===== src/rtl/fir_decim_serializer.sv =====
// fir_decim_serializer: buffers 8 x NB-bit FIR output words in a small
// FIFO and streams them as one channel sample per valid/ready beat.
// Ports: c, reset_n (async, active-low); id/iv word in, strobe only,
// no upstream ready; od/och/olast/ov/ordy beat stream out;
// ovf/ovf_clr sticky drop flag and its clear; level = words held,
// including the word being emitted.
// Option: FIR_SER_CHMASK_EN adds chmask, a per-word channel enable mask.
module fir_decim_serializer #(
  parameter int NCH   = 8,
  parameter int NB    = 24,
  parameter int DEPTH = 4
) (
  input  logic                     c,
  input  logic                     reset_n,
  input  logic [NCH*NB-1:0]        id,
  input  logic                     iv,
  output logic [NB-1:0]            od,
  output logic [2:0]               och,
  output logic                     olast,
  output logic                     ov,
  input  logic                     ordy,
  output logic                     ovf,
  input  logic                     ovf_clr,
  output logic [$clog2(DEPTH):0]   level
`ifdef FIR_SER_CHMASK_EN
  ,
  input  logic [NCH-1:0]           chmask
`endif
);

  localparam int AW = $clog2(DEPTH);
  localparam int LW = AW + 1;
  localparam int CW = $clog2(NCH);

  logic [NCH*NB-1:0] mem [DEPTH];
  logic [AW-1:0]     wp;
  logic [AW-1:0]     rp;
  logic [LW-1:0]     lvl;
  logic [CW-1:0]     ch;
  logic              ovf_q;

  logic [NCH-1:0]    cm;
  logic [NCH-1:0]    msk;
  logic [NCH*NB-1:0] head;

  logic vld;
  logic last;
  logic full;
  logic empty;
  logic beat;
  logic pop;
  logic adv;
  logic push;
  logic drop;
  logic start;
  logic load;

  function automatic logic [CW-1:0] lo_idx(
    input logic [NCH-1:0] m
  );
    logic [CW-1:0] r;
    r = '0;
    for (int k = NCH - 1; k >= 0; k--)
      if (m[k]) r = CW'(k);
    return r;
  endfunction

  function automatic logic [CW-1:0] hi_idx(
    input logic [NCH-1:0] m
  );
    logic [CW-1:0] r;
    r = '0;
    for (int k = 0; k < NCH; k++)
      if (m[k]) r = CW'(k);
    return r;
  endfunction

  // Next enabled channel strictly above cur.
  function automatic logic [CW-1:0] nx_idx(
    input logic [NCH-1:0] m,
    input logic [CW-1:0]  cur
  );
    logic [CW-1:0] r;
    logic          hit;
    r   = cur;
    hit = 1'b0;
    for (int k = 0; k < NCH; k++) begin
      if (!hit && m[k] && (k > int'(cur))) begin
        r   = CW'(k);
        hit = 1'b1;
      end
    end
    return r;
  endfunction

`ifdef FIR_SER_CHMASK_EN
  // An all-zero mask means every channel is enabled.
  assign cm = (chmask == '0) ? '1 : chmask;

  // Mask is latched when a word becomes head, so a mid-word
  // change only affects the following word.
  always_ff @(posedge c or negedge reset_n) begin
    if (!reset_n) begin
      msk <= '1;
    end else if (load) begin
      msk <= cm;
    end
  end
`else
  assign cm  = '1;
  assign msk = '1;
`endif

  assign empty = (lvl == '0);
  assign full  = (lvl == LW'(DEPTH));
  assign vld   = ~empty;
  assign last  = (ch == hi_idx(msk));
  assign beat  = vld & ordy;
  assign pop   = beat & last;
  assign adv   = beat & ~last;

  // A full FIFO still takes a word when its head leaves this cycle.
  assign push  = iv & (~full | pop);
  assign drop  = iv & full & ~pop;

  // First word into an empty FIFO starts its channel walk here.
  assign start = push & empty;
  assign load  = pop | start;

  assign head  = mem[rp];

  assign ov    = vld;
  assign od    = vld ? head[NB*int'(ch) +: NB] : '0;
  assign och   = vld ? 3'(ch) : 3'd0;
  assign olast = vld & last;
  assign ovf   = ovf_q;
  assign level = lvl;

  always_ff @(posedge c) begin
    if (push) begin
      mem[wp] <= id;
    end
  end

  always_ff @(posedge c or negedge reset_n) begin
    if (!reset_n) begin
      wp <= '0;
      rp <= '0;
    end else begin
      if (push) wp <= wp + 1'b1;
      if (pop)  rp <= rp + 1'b1;
    end
  end

  always_ff @(posedge c or negedge reset_n) begin
    if (!reset_n) begin
      lvl <= '0;
    end else begin
      unique case (1'b1)
        push & ~pop: lvl <= lvl + 1'b1;
        pop & ~push: lvl <= lvl - 1'b1;
        default:     ;
      endcase
    end
  end

  always_ff @(posedge c or negedge reset_n) begin
    if (!reset_n) begin
      ch <= '0;
    end else begin
      unique case (1'b1)
        load:    ch <= lo_idx(cm);
        adv:     ch <= nx_idx(msk, ch);
        default: ;
      endcase
    end
  end

  // A drop in the same cycle as a clear keeps the flag set.
  always_ff @(posedge c or negedge reset_n) begin
    if (!reset_n) begin
      ovf_q <= 1'b0;
    end else if (drop) begin
      ovf_q <= 1'b1;
    end else if (ovf_clr) begin
      ovf_q <= 1'b0;
    end
  end

endmodule


===== config.mk =====
export PLATFORM = sky130hd
export DESIGN_NAME = fir_decim_serializer
export DESIGN_NICKNAME = d
export VERILOG_FILES = /design/src/rtl/fir_decim_serializer.sv
export SDC_FILE = /design/constraint.sdc
export NUM_CORES = 1
export LEC_CHECK = 0
export CORE_MARGIN = 1.5
export CORE_UTILIZATION = 40
export CTS_BUF_LIST = sky130_fd_sc_hd__clkbuf_8
export DETAILED_ROUTE_END_ITERATION = 10
export HOLD_SLACK_MARGIN = 0.08
export MAX_ROUTING_LAYER = met4
export PLACE_DENSITY = 0.64
export SLEW_MARGIN = 15
export SYNTH_ARGS = -nofsm -noshare
export SYNTH_HDL_FRONTEND = slang
export SYNTH_SLANG_ARGS = --single-unit

===== constraint.sdc =====
create_clock -name c -period 12 [get_ports c]
set_input_delay 2.4 -clock c [delete_from_list [all_inputs] [get_ports c]]
set_output_delay 2.4 -clock c [all_outputs]
set_load 0.01 [all_outputs]

# ---- Word-level counts from Yosys, hierarchy flattened
# Memory sizes are Yosys's and may differ from the RTL's.
# Cells that the tools add are included.
dict set report totals {
  reg_bits 11
  latch_bits 0
  ram_bits 768
  romBits 0
  in_bits 197
  out_inout_bits 33
  elab_cells 83
  mem_count 1
}
dict set report op_classes {
  add_sub_neg 4
  n_mul 1
  div 0
  magnitude_cmp 7
  eq_ne 3
  shifts 1
  n_mux 27
  bitwise 17
  n_reduce_logical 17
}
# name depth width read_ports rd_clocked_by_memory_dff write_ports line_no
set mem_list {}
lappend mem_list {mem 4 192 1 0 1 35} ;# logic [NCH*NB-1:0] mem [DEPTH];
# cell n
set ops {}
lappend ops {{$shiftx 192x9->24} 1}
lappend ops {{$mux 24} 1}
lappend ops {{$mux 3} 8}
lappend ops {{$mux 1} 16}
lappend ops {{$gt 3x3->1 const A} 4}
lappend ops {{$pmux 3 s2} 2}
lappend ops {{$and 1x1->1} 10}
lappend ops {{$ne 8x1->1 const B} 1}
lappend ops {{$eq 3x3->1 const B} 2}
lappend ops {{$gt 2x3->1 const A} 2}
lappend ops {{$logic_and 1x1->1} 6}
lappend ops {{$logic_not 1->1} 6}
lappend ops {{$reduce_bool 2->1} 3}
lappend ops {{$mul 2x3->5 const A} 1}
lappend ops {{$not 1->1} 5}
lappend ops {{$add 2x1->2 const B} 2}
lappend ops {{$add 3x1->3 const B} 1}
lappend ops {{$gt 1x3->1 const A} 1}
lappend ops {{$logic_not 3->1} 1}
lappend ops {{$sub 3x1->3 const B} 1}
lappend ops {{$or 1x1->1} 2}
lappend ops {{$reduce_and 2->1} 1}

# ---- Logic depth before layout (Yosys ltp)
# Gate-level depths: netlist of run 1.
dict set report logic_depth {
  depth_word 29
  mapped_depth 11
  depth_no_buf 10
}

# ---- Least setup slack after synthesis of run 1
# No wires, ideal clock.
dict set report synth_path {
  path_type {input to register}
  from {input ordy}
  to {memory mem[0][0] (netlist bit) (enable)}
  setup_ns 0.576
  arrival_time_ns 7.325
  required_time_ns 11.424
  setup_slack_ns 4.099
  stages 3
  n_path_buf 0
  cell_sequence {nand3_1 a31oi_1 and2_1}
}
dict set report synth_between {
  elab_chain_len 6
}
# item line_no
set synth_lines {}
lappend synth_lines {{start: declaration} 21} ;# input logic ordy,
lappend synth_lines {{$and 1x1->1} 118} ;# assign beat = vld & ordy;
lappend synth_lines {{$and 1x1->1} 119} ;# assign pop = beat & last;
lappend synth_lines {{$or 1x1->1} 123} ;# assign push = iv & (~full | pop);
lappend synth_lines {{$and 1x1->1} 123}
lappend synth_lines {{$mux 1} 140} ;# if (push) begin
lappend synth_lines {{$mux 1 (not written as such)} 141} ;# mem[wp] <= id;
lappend synth_lines {{end: declaration} 35}
# No other way between the ends.

# ---- Worst setup path in the final report of run 1
dict set report layout_path {
  from {register rp[1]}
  to {output od[2]}
}
dict set report layout_between {
  elab_chain_len 3
}
# item line_no
set layout_lines {}
lappend layout_lines {{start: declaration} 37} ;# logic [AW-1:0] rp;
lappend layout_lines {{start signal: assignment} 151} ;# if (pop) rp <= rp + 1'b1;
lappend layout_lines {{$mem_v2 4x192} n/a}
lappend layout_lines {{$shiftx 192x9->24} 133} ;# assign od = vld ? head[NB*int'(ch) +: NB] : '0;
lappend layout_lines {{$mux 24} 133}
lappend layout_lines {{end: declaration} 17} ;# output logic [NB-1:0] od,
# No other way between the ends.

==> results of run 1 <==
cell usage in the layout, fill, tap and decap left out, types with 6 or more instances in the layout:
cell / synthesis / final
sky130_fd_sc_hd__nor3_1: 18 / 17
sky130_fd_sc_hd__a211o_1: 7 / 7
sky130_fd_sc_hd__nor2_1: 9 / 9
sky130_fd_sc_hd__mux2i_1: 298 / 298
sky130_fd_sc_hd__mux4_2: 55 / 55
sky130_fd_sc_hd__clkbuf_8: 0 / 119
sky130_fd_sc_hd__dfrtp_1: 11 / 9
sky130_fd_sc_hd__o21ai_0: 6 / 6
sky130_fd_sc_hd__or4_1: 18 / 17
sky130_fd_sc_hd__nor4_1: 7 / 7
sky130_fd_sc_hd__diode_2: 0 / 24
sky130_fd_sc_hd__nand2_1: 10 / 10
sky130_fd_sc_hd__clkdlybuf4s50_1: 0 / 229
sky130_fd_sc_hd__edfxtp_1: 768 / 768
sky130_fd_sc_hd__inv_1: 12 / 53
sky130_fd_sc_hd__o22ai_1: 162 / 162
sky130_fd_sc_hd__clkinv_2: 0 / 12
sky130_fd_sc_hd__clkinv_1: 0 / 31
sky130_fd_sc_hd__buf_4: 22 / 28
sky130_fd_sc_hd__ha_1: 8 / 8
worst reg2reg max path, cell delays in order, from the launching register on:
cell and delay (ps):
sky130_fd_sc_hd__dfrtp_1 800, sky130_fd_sc_hd__ha_1 310, sky130_fd_sc_hd__nand3_1 120, sky130_fd_sc_hd__a31oi_1 690
sky130_fd_sc_hd__and2_4 960, sky130_fd_sc_hd__buf_4 660, sky130_fd_sc_hd__buf_4 660
layout make-up:
type | count | area (µm²) | share of cell area
antenna | 24 | 60.06 | 0.001698
clock buffer | 119 | 1638 | 0.04630
clock inverter | 93 | 470.5 | 0.01330
inverter | 13 | 48.80 | 0.001379
multi-input combinational | 630 | 6077 | 0.1718
sequential | 779 | 23340 | 0.6599
tap | 969 | 1212 | 0.03427
timing repair buffer | 258 | 2522 | 0.07131
registers in the layout, summed over array words and instances, names as in the netlist:
name / count
ch: 3
level: 3
mem: 768
ovf: 1
rp: 2
wp: 2
through the flow:
stage | instance area (µm²) | hold WS, ps
finish | 35370 | 544.0
global placement | 33210 | 524.8
detailed placement | 33210 | 524.2
CTS | 35310 | 532.6
floorplan | 29980 | 557.1
global route | 35370 | 566.4
power by group through the flow:
| stage | clock [mW] | sequential [mW] | combinational, mW |
|---|---|---|---|
| 2_1_floorplan | 0 | 3.83 | 1.36 |
| 3_3_place_gp | 0 | 3.80 | 2.17 |
| 3_5_place_dp | 0 | 3.83 | 2.17 |
| 4_1_cts | 2.00 | 3.77 | 2.18 |
| 5_1_grt | 2.12 | 3.81 | 2.30 |
| 6_report | 1.95 | 3.77 | 2.16 |
worst paths after layout:
path | from | endpoint | slack (ps) | cells past startpoint
max | rp[1]$_DFFE_PN0N_ | od[2] | 4560 | 7
min | ovf$_DFFE_PN0P_ | ovf$_DFFE_PN0P_ | 540 | 2
max reg2reg | ch[0]$_DFFE_PN0P_ | mem[2][27]$_DFFE_PP_ | 7420 | 6
min reg2reg | ovf$_DFFE_PN0P_ | ovf$_DFFE_PN0P_ | 540 | 2
max in group asynchronous | reset_n | rp[1]$_DFFE_PN0N_ | 9460 | 1
min in group asynchronous | reset_n | ch[0]$_DFFE_PN0P_ | 2090 | 1
metal layers:
metal  global-route usage  vias up  routed length (µm)
li1                     -     6875                   -
met1               0.2571     7880               30890
met2               0.2908      472               34110
met3              0.05045      102                5258
met4              0.05438        0                1282
met5                    -        -                   0
cells by family after synthesis:
family | Yosys count | share of synthesized area
AOI/OAI and AO/OA | 181 | 0.03819
muxes | 353 | 0.1408
buffers and inverters | 100 | 0.01937
xor gates and xnor gates | 6 | 0.001753
DFF | 779 | 0.7785
and+or+nand+nor | 81 | 0.01740
adders and majority gates | 9 | 0.004007
==> qor.log, run 1 <==
qor: status.run_status finished clean
qor: cts.post_cts.repair.setup_buffers 0
qor: synthesis.ys_seq_area_frac 0.7785
qor: placement.io_buffers 229
qor: sta.count_of_endpoints_failing_hold_in_the_final_timing_report 0
qor: synthesis.mappedNetlistNets 1715
qor: sta.finalSetupTns 0 ps
qor: setup_path.endpoint_kind_of_the_worst_setup_timing_path output pin
qor: route.detailedRoute.firstIterationViolations 1357
qor: setup_path.slowest_delay 1070 ps
qor: route.route.vias.total 15330
qor: cts.tritoncts_clock_tree yes
qor: setup_path.crit_top_cell sky130_fd_sc_hd__o22ai_1
qor: sta.relSlewSlack 0.2225
qor: global_route.first_global_vias 15760
qor: route.route.detailed.wl_per_inst 24.80 µm
qor: synthesis.synth.cells.most_frequent 768 x sky130_fd_sc_hd__edfxtp_1, 298 x sky130_fd_sc_hd__mux2i_1, 162 x sky130_fd_sc_hd__o22ai_1
qor: die.core_area 74320 µm²
qor: sta.fmaxAchievable 134.4 MHz
qor: die.placement_rows 100
qor: setup_path.path_max_fanout 61
qor: power_and_ir_drop.net-switching-power 2.442 mW
qor: finish.layout.core_utilization 0.4760
qor: synthesis.synth.most_common_cell sky130_fd_sc_hd__edfxtp_1
qor: route.post-route-drc-count 0
qor: route.route.antenna.remaining_nets 0
qor: die.floorplan.die_area 76600 µm²
qor: die.num_io_pins 230
qor: run.max_cap_viol_count 0
qor: placement.detailed_place_hpwl 43240 µm
qor: power_and_ir_drop.p_leak 11.11 nW
qor: cts.numCtsBuffers 117
qor: route.drtPass1Iterations 5
qor: sta.timing.final.crit_share 0.6201
qor: setup_path.worst-endpoint-arrival 5040 ps
qor: cts.clk_pin_slew_worst_paths 60 ps
qor: setup_path.crit_path_cell_trace buf_4, mux2i_1, o22ai_1, or4_1, nor3_1, o22ai_1, clkdlybuf4s50_1
qor: power_and_ir_drop.p_seq_frac 0.479
qor: setup_path.critical_path.startpoint_type register
qor: power_and_ir_drop.post-layout-total-power 7.872 mW
qor: synthesis.syn_area_per_cell 19.87 µm²
qor: die.initial_utilization 0.4034
qor: worst_hold_path.min_path_type reg -> reg
qor: power_and_ir_drop.power_switching_share 0.3102
qor: route.vias_per_cell 5.313
qor: synthesis.synth.largest_area_cell sky130_fd_sc_hd__edfxtp_1
qor: synthesis.dominantRegCellSynth sky130_fd_sc_hd__edfxtp_1
qor: sta.timing.final.ws_setup 4559 ps
qor: sta.rsz0062_at_grt no
qor: placement.placement.setup.worst_slack 5301 ps
qor: synthesis.ys_async_sr_fraction 0.01412
qor: synthesis.synth.lib_cells_used.distinct 36
qor: setup_path.critPathRequiredTime 9600 ps
qor: cts.worst_skew_pair.late_latency 720 ps
qor: cts.clock_path_buffers 3
qor: synthesis.synth_top_area_frac 0.7693
qor: power_and_ir_drop.combinational_cell_fraction_of_total_power 0.274
qor: finish.finalNetCount 2005
qor: global_route.antenna_violations_before_repair 25
qor: synthesis.postSynthCellCount 1509
qor: cts.post_cts_resized 0
qor: setup_path.timing.critical_path.slowest_stage_cell sky130_fd_sc_hd__dfrtp_4
qor: sta.finalClockSkew 32.72 ps
qor: cts.htreeDepth 3
qor: setup_path.path_buf_inv 2
qor: synthesis.synth-seq-cells 779
qor: global_route.grt_use_total 0.1922
qor: placement.placed_cells_incl_taps 2649
qor: finish.final_cells 2885
qor: sta.report.final.slew_viol_count 0
qor: global_route.maximum_number_of_pins_on_one_net_before_global_route_repair 112
qor: power_and_ir_drop.power.clock.fraction 0.248
qor: setup_path.worst-setup-path-type reg -> out
qor: cts.clock-sinks 779
qor: sta.minimum_period_implied_by_the_final_worst_setup_slack 7441 ps
qor: cts.root_buffer sky130_fd_sc_hd__clkbuf_8
qor: power_and_ir_drop.cellPowerDensity 222.5 nW/µm²
qor: global_route.grt_overflow 0
qor: synthesis.ys_warn_count 0
qor: synthesis.synth.cell_area 29980 µm²
qor: power_and_ir_drop.intPower 5.430 mW
qor: power_and_ir_drop.max-vdd-ir-drop 0.2233 mV
qor: placement.rd_place_congestion 0.8049
qor: setup_path.critical_path.top_delay_family buffers and inverters
qor: die.die_h 276.8 µm
qor: finish.syn_to_final_growth 18.00%
qor: synthesis.most_area_consuming_cells_after_synthesis sky130_fd_sc_hd__edfxtp_1 77%, sky130_fd_sc_hd__mux2i_1 9.9%, sky130_fd_sc_hd__mux4_2 4.1%, sky130_fd_sc_hd__o22ai_1 3.4%, sky130_fd_sc_hd__dfrtp_1 0.92%
qor: finish.layout-drive-gt1-share 0.1258
qor: sta.max_slew.worst_pin.slew 1166 ps
qor: sta.setup_viol 0
qor: cts.cts_hold_repair.buffers 0
qor: finish.layout.filler_cells 6260
qor: die.x_dimension_of_the_die 276.8 µm
qor: route.finalWirelength 71550 µm
qor: synthesis.synth-edff-count 768
qor: global_route.grt_pass1_wl 105500 µm
(Power assumes the default switching activity.)
==> run 2, diff against run 1 <==
Clock period 12 ns to 7.2 ns, I/O delays scaled along.
==> run 2 against run 1 <==
Compared with the run above:
- sequential share of layout area decreased by 0.29 points
- count of clock-buffer cells in the layout unchanged
- largest power group unchanged
- non-clock buffer count unchanged
- final cell count increased by 0.21%
- setup slack got worse by 3400 ps
- wire length decreased by 1.3%
- worst hold slack improved by 8.4 ps
==> qor.log, run 2 (same netlist as run 1, synthesis figures left out) <==
qor: die.num_io_pins 230
qor: finish.most_common_library_cell_in_the_layout_ignoring_fill_and_taps sky130_fd_sc_hd__edfxtp_1
qor: setup_path.path_buf_inv 1
qor: die.floorplan.die_area 76600 µm²
qor: placement.placed_cells_incl_taps 2649
qor: setup_path.path_max_fanout 34
qor: cts.post_cts.repair.setup_buffers 0
qor: setup_path.crit-reg2reg-capture mem[2][64]$_DFFE_PP_
qor: cts.numCtsBuffers 119
qor: cts.post_cts_resized 0
qor: cts.tritoncts_clock_tree yes
qor: sta.finalSetupTns 0 ps
qor: die.die_h 276.8 µm
qor: sta.timing.final.crit_share 0.8343
qor: power_and_ir_drop.cellPowerDensity 371.3 nW/µm²
qor: placement.detailed_place_hpwl 44020 µm
qor: power_and_ir_drop.max-vdd-ir-drop 0.4211 mV
qor: route.drtPass1Iterations 5
qor: finish.max_flop_register mem
qor: sta.minimum_period_implied_by_the_final_worst_setup_slack 6007 ps
qor: power_and_ir_drop.power.clock.fraction 0.249
qor: finish.final_cell_mix 768 x sky130_fd_sc_hd__edfxtp_1, 298 x sky130_fd_sc_hd__mux2i_1, 229 x sky130_fd_sc_hd__clkdlybuf4s50_1, 162 x sky130_fd_sc_hd__o22ai_1, 119 x sky130_fd_sc_hd__clkbuf_8
qor: setup_path.worstRegToRegCells 5
qor: setup_path.critical_path.top_delay_family simple AND/OR/NAND/NOR gates
qor: run.max_cap_viol_count 0
qor: power_and_ir_drop.p_leak 11.17 nW
qor: die.core_area 74320 µm²
qor: finish.layout-drive-gt1-share 0.1277
qor: die.x_dimension_of_the_die 276.8 µm
qor: placement.io_buffers 229
qor: setup_path.timing.critical_path.slowest_stage_cell sky130_fd_sc_hd__dfrtp_4
qor: worst_hold_path.worst_min_delay_path_endpoint ovf$_DFFE_PN0P_
qor: setup_path.critPathRequiredTime 5760 ps
qor: finish.syn_to_final_growth 18.51%
qor: power_and_ir_drop.p_seq_frac 0.473
qor: power_and_ir_drop.net-switching-power 4.116 mW
qor: sta.report.final.slew_viol_count 0
qor: finish.finalNetCount 2007
qor: sta.timing.hold.ws 552.5 ps
qor: power_and_ir_drop.post-layout-total-power 13.19 mW
qor: die.initial_utilization 0.4034
qor: sta.timing.final.ws_setup 1193 ps
qor: sta.relSlewSlack 0.3132
qor: setup_path.worst-setup-path-type reg -> out
qor: sta.rsz0062_at_grt no
qor: cts.htreeDepth 3
qor: route.detailedRoute.firstIterationViolations 1168
qor: route.route.vias.total 15290
qor: route.vias_per_cell 5.289
qor: cts.clock_path_buffers 3
qor: setup_path.source_of_the_worst_register_to_register_timing_path ch[0]$_DFFE_PN0P_
qor: setup_path.rrSetupSlack 3580 ps
qor: sta.count_of_endpoints_failing_hold_in_the_final_timing_report 0
qor: die.placement_rows 100
qor: setup_path.crit_path_cell_trace or4_1, o22ai_1, or4_1, nor3_1, o22ai_1, clkdlybuf4s50_1
qor: global_route.antenna_violations_before_repair 29
qor: power_and_ir_drop.combinational_cell_fraction_of_total_power 0.278
qor: cts.cts_hold_repair.buffers 0
qor: worst_hold_path.hold-path-cell-count 2
qor: placement.dpl_cell_area 33330 µm²
qor: setup_path.slowest_delay 830 ps
qor: route.post-route-drc-count 0
qor: power_and_ir_drop.power_switching_share 0.3120
qor: worst_hold_path.hold_path_startpoint ovf$_DFFE_PN0P_
qor: cts.clk_pin_slew_worst_paths 60 ps
qor: sta.max_slew.worst_pin.slew 1030 ps
qor: setup_path.worst-endpoint-arrival 4570 ps
qor: setup_path.endpoint_kind_of_the_worst_setup_timing_path output pin
qor: cts.clock-sinks 779
qor: global_route.grt_pass1_wl 103200 µm
qor: finish.post-route-cell-area 35530 µm²
qor: sta.setup_viol 0
qor: finish.layout.core_utilization 0.4780
qor: sta.finalClockSkew 34.98 ps
qor: finish.number_of_flip_flops_under_the_largest_register_name 768
qor: cts.root_buffer sky130_fd_sc_hd__clkbuf_8
qor: global_route.first_global_vias 15700
qor: finish.layout.filler_cells 6191
qor: setup_path.critical_path.startpoint_type register
qor: placement.placement.setup.worst_slack 1931 ps
qor: global_route.maximum_number_of_pins_on_one_net_before_global_route_repair 103
qor: sta.fmaxAchievable 166.5 MHz
qor: status.run_status finished clean
qor: route.route.detailed.wl_per_inst 24.43 µm
qor: global_route.grt_use_total 0.1887
qor: finish.final_cells 2891
qor: placement.rd_place_congestion 0.8140
qor: power_and_ir_drop.intPower 9.077 mW
qor: route.route.antenna.remaining_nets 0
qor: route.finalWirelength 70630 µm
qor: worst_hold_path.min_path_type reg -> reg
qor: cts.worst_skew_pair.late_latency 720 ps
qor: global_route.grt_overflow 0
run 2: how the worst max path moves through the flow:
stage                                  from                  end  slack (ps)  cells past startpoint
final                     rp[0]$_DFFE_PN0N_               od[18]        1190                      6
after global routing      rp[0]$_DFFE_PN0N_                od[1]         870                      6
after CTS                 rp[0]$_DFFE_PN0N_                od[1]        1050                      6
after detailed placement  rp[0]$_DFFE_PN0N_                od[1]        1930                      6
after global placement    rp[0]$_DFFE_PN0N_                od[1]        1860                      6
after floorplan                        ordy  mem[2][0]$_DFFE_PP_         260                      3
run 2: layout make-up:
type	instances	area (µm²)	share of cell area
repair buffers	258	2648	0.07452
well taps	969	1212	0.03413
clock buffers	119	1638	0.04610
multi-input cells	630	6076	0.1710
clock inverters	96	493.0	0.01388
flip-flops and latches	779	23340	0.6571
inverters	13	48.80	0.001373
diodes	27	67.56	0.001902
run 2: metal layers:
metal / share of wire / GRT usage / routed length [µm]
met5: 0 / - / 0
met4: 0.026 / 0.07678 / 1814
met3: 0.077 / 0.05028 / 5407
met2: 0.47 / 0.2777 / 32900
met1: 0.43 / 0.2491 / 30510
run 2: power groups by stage:
stage | Combinational, mW | Clock, mW | Sequential [mW]
after CTS | 3.70 | 3.37 | 6.25
final | 3.66 | 3.29 | 6.24
after floorplan | 2.26 | 0 | 6.38
after global routing | 3.91 | 3.55 | 6.32
after detailed placement | 3.69 | 0 | 6.34
after global placement | 3.68 | 0 | 6.30
run 2: worst register-to-register path: stages, from the launching register on:
cell	delay, ps
sky130_fd_sc_hd__dfrtp_1	720
sky130_fd_sc_hd__ha_1	300
sky130_fd_sc_hd__nand3_1	120
sky130_fd_sc_hd__a31oi_1	620
sky130_fd_sc_hd__and2_4	940
sky130_fd_sc_hd__buf_12	440
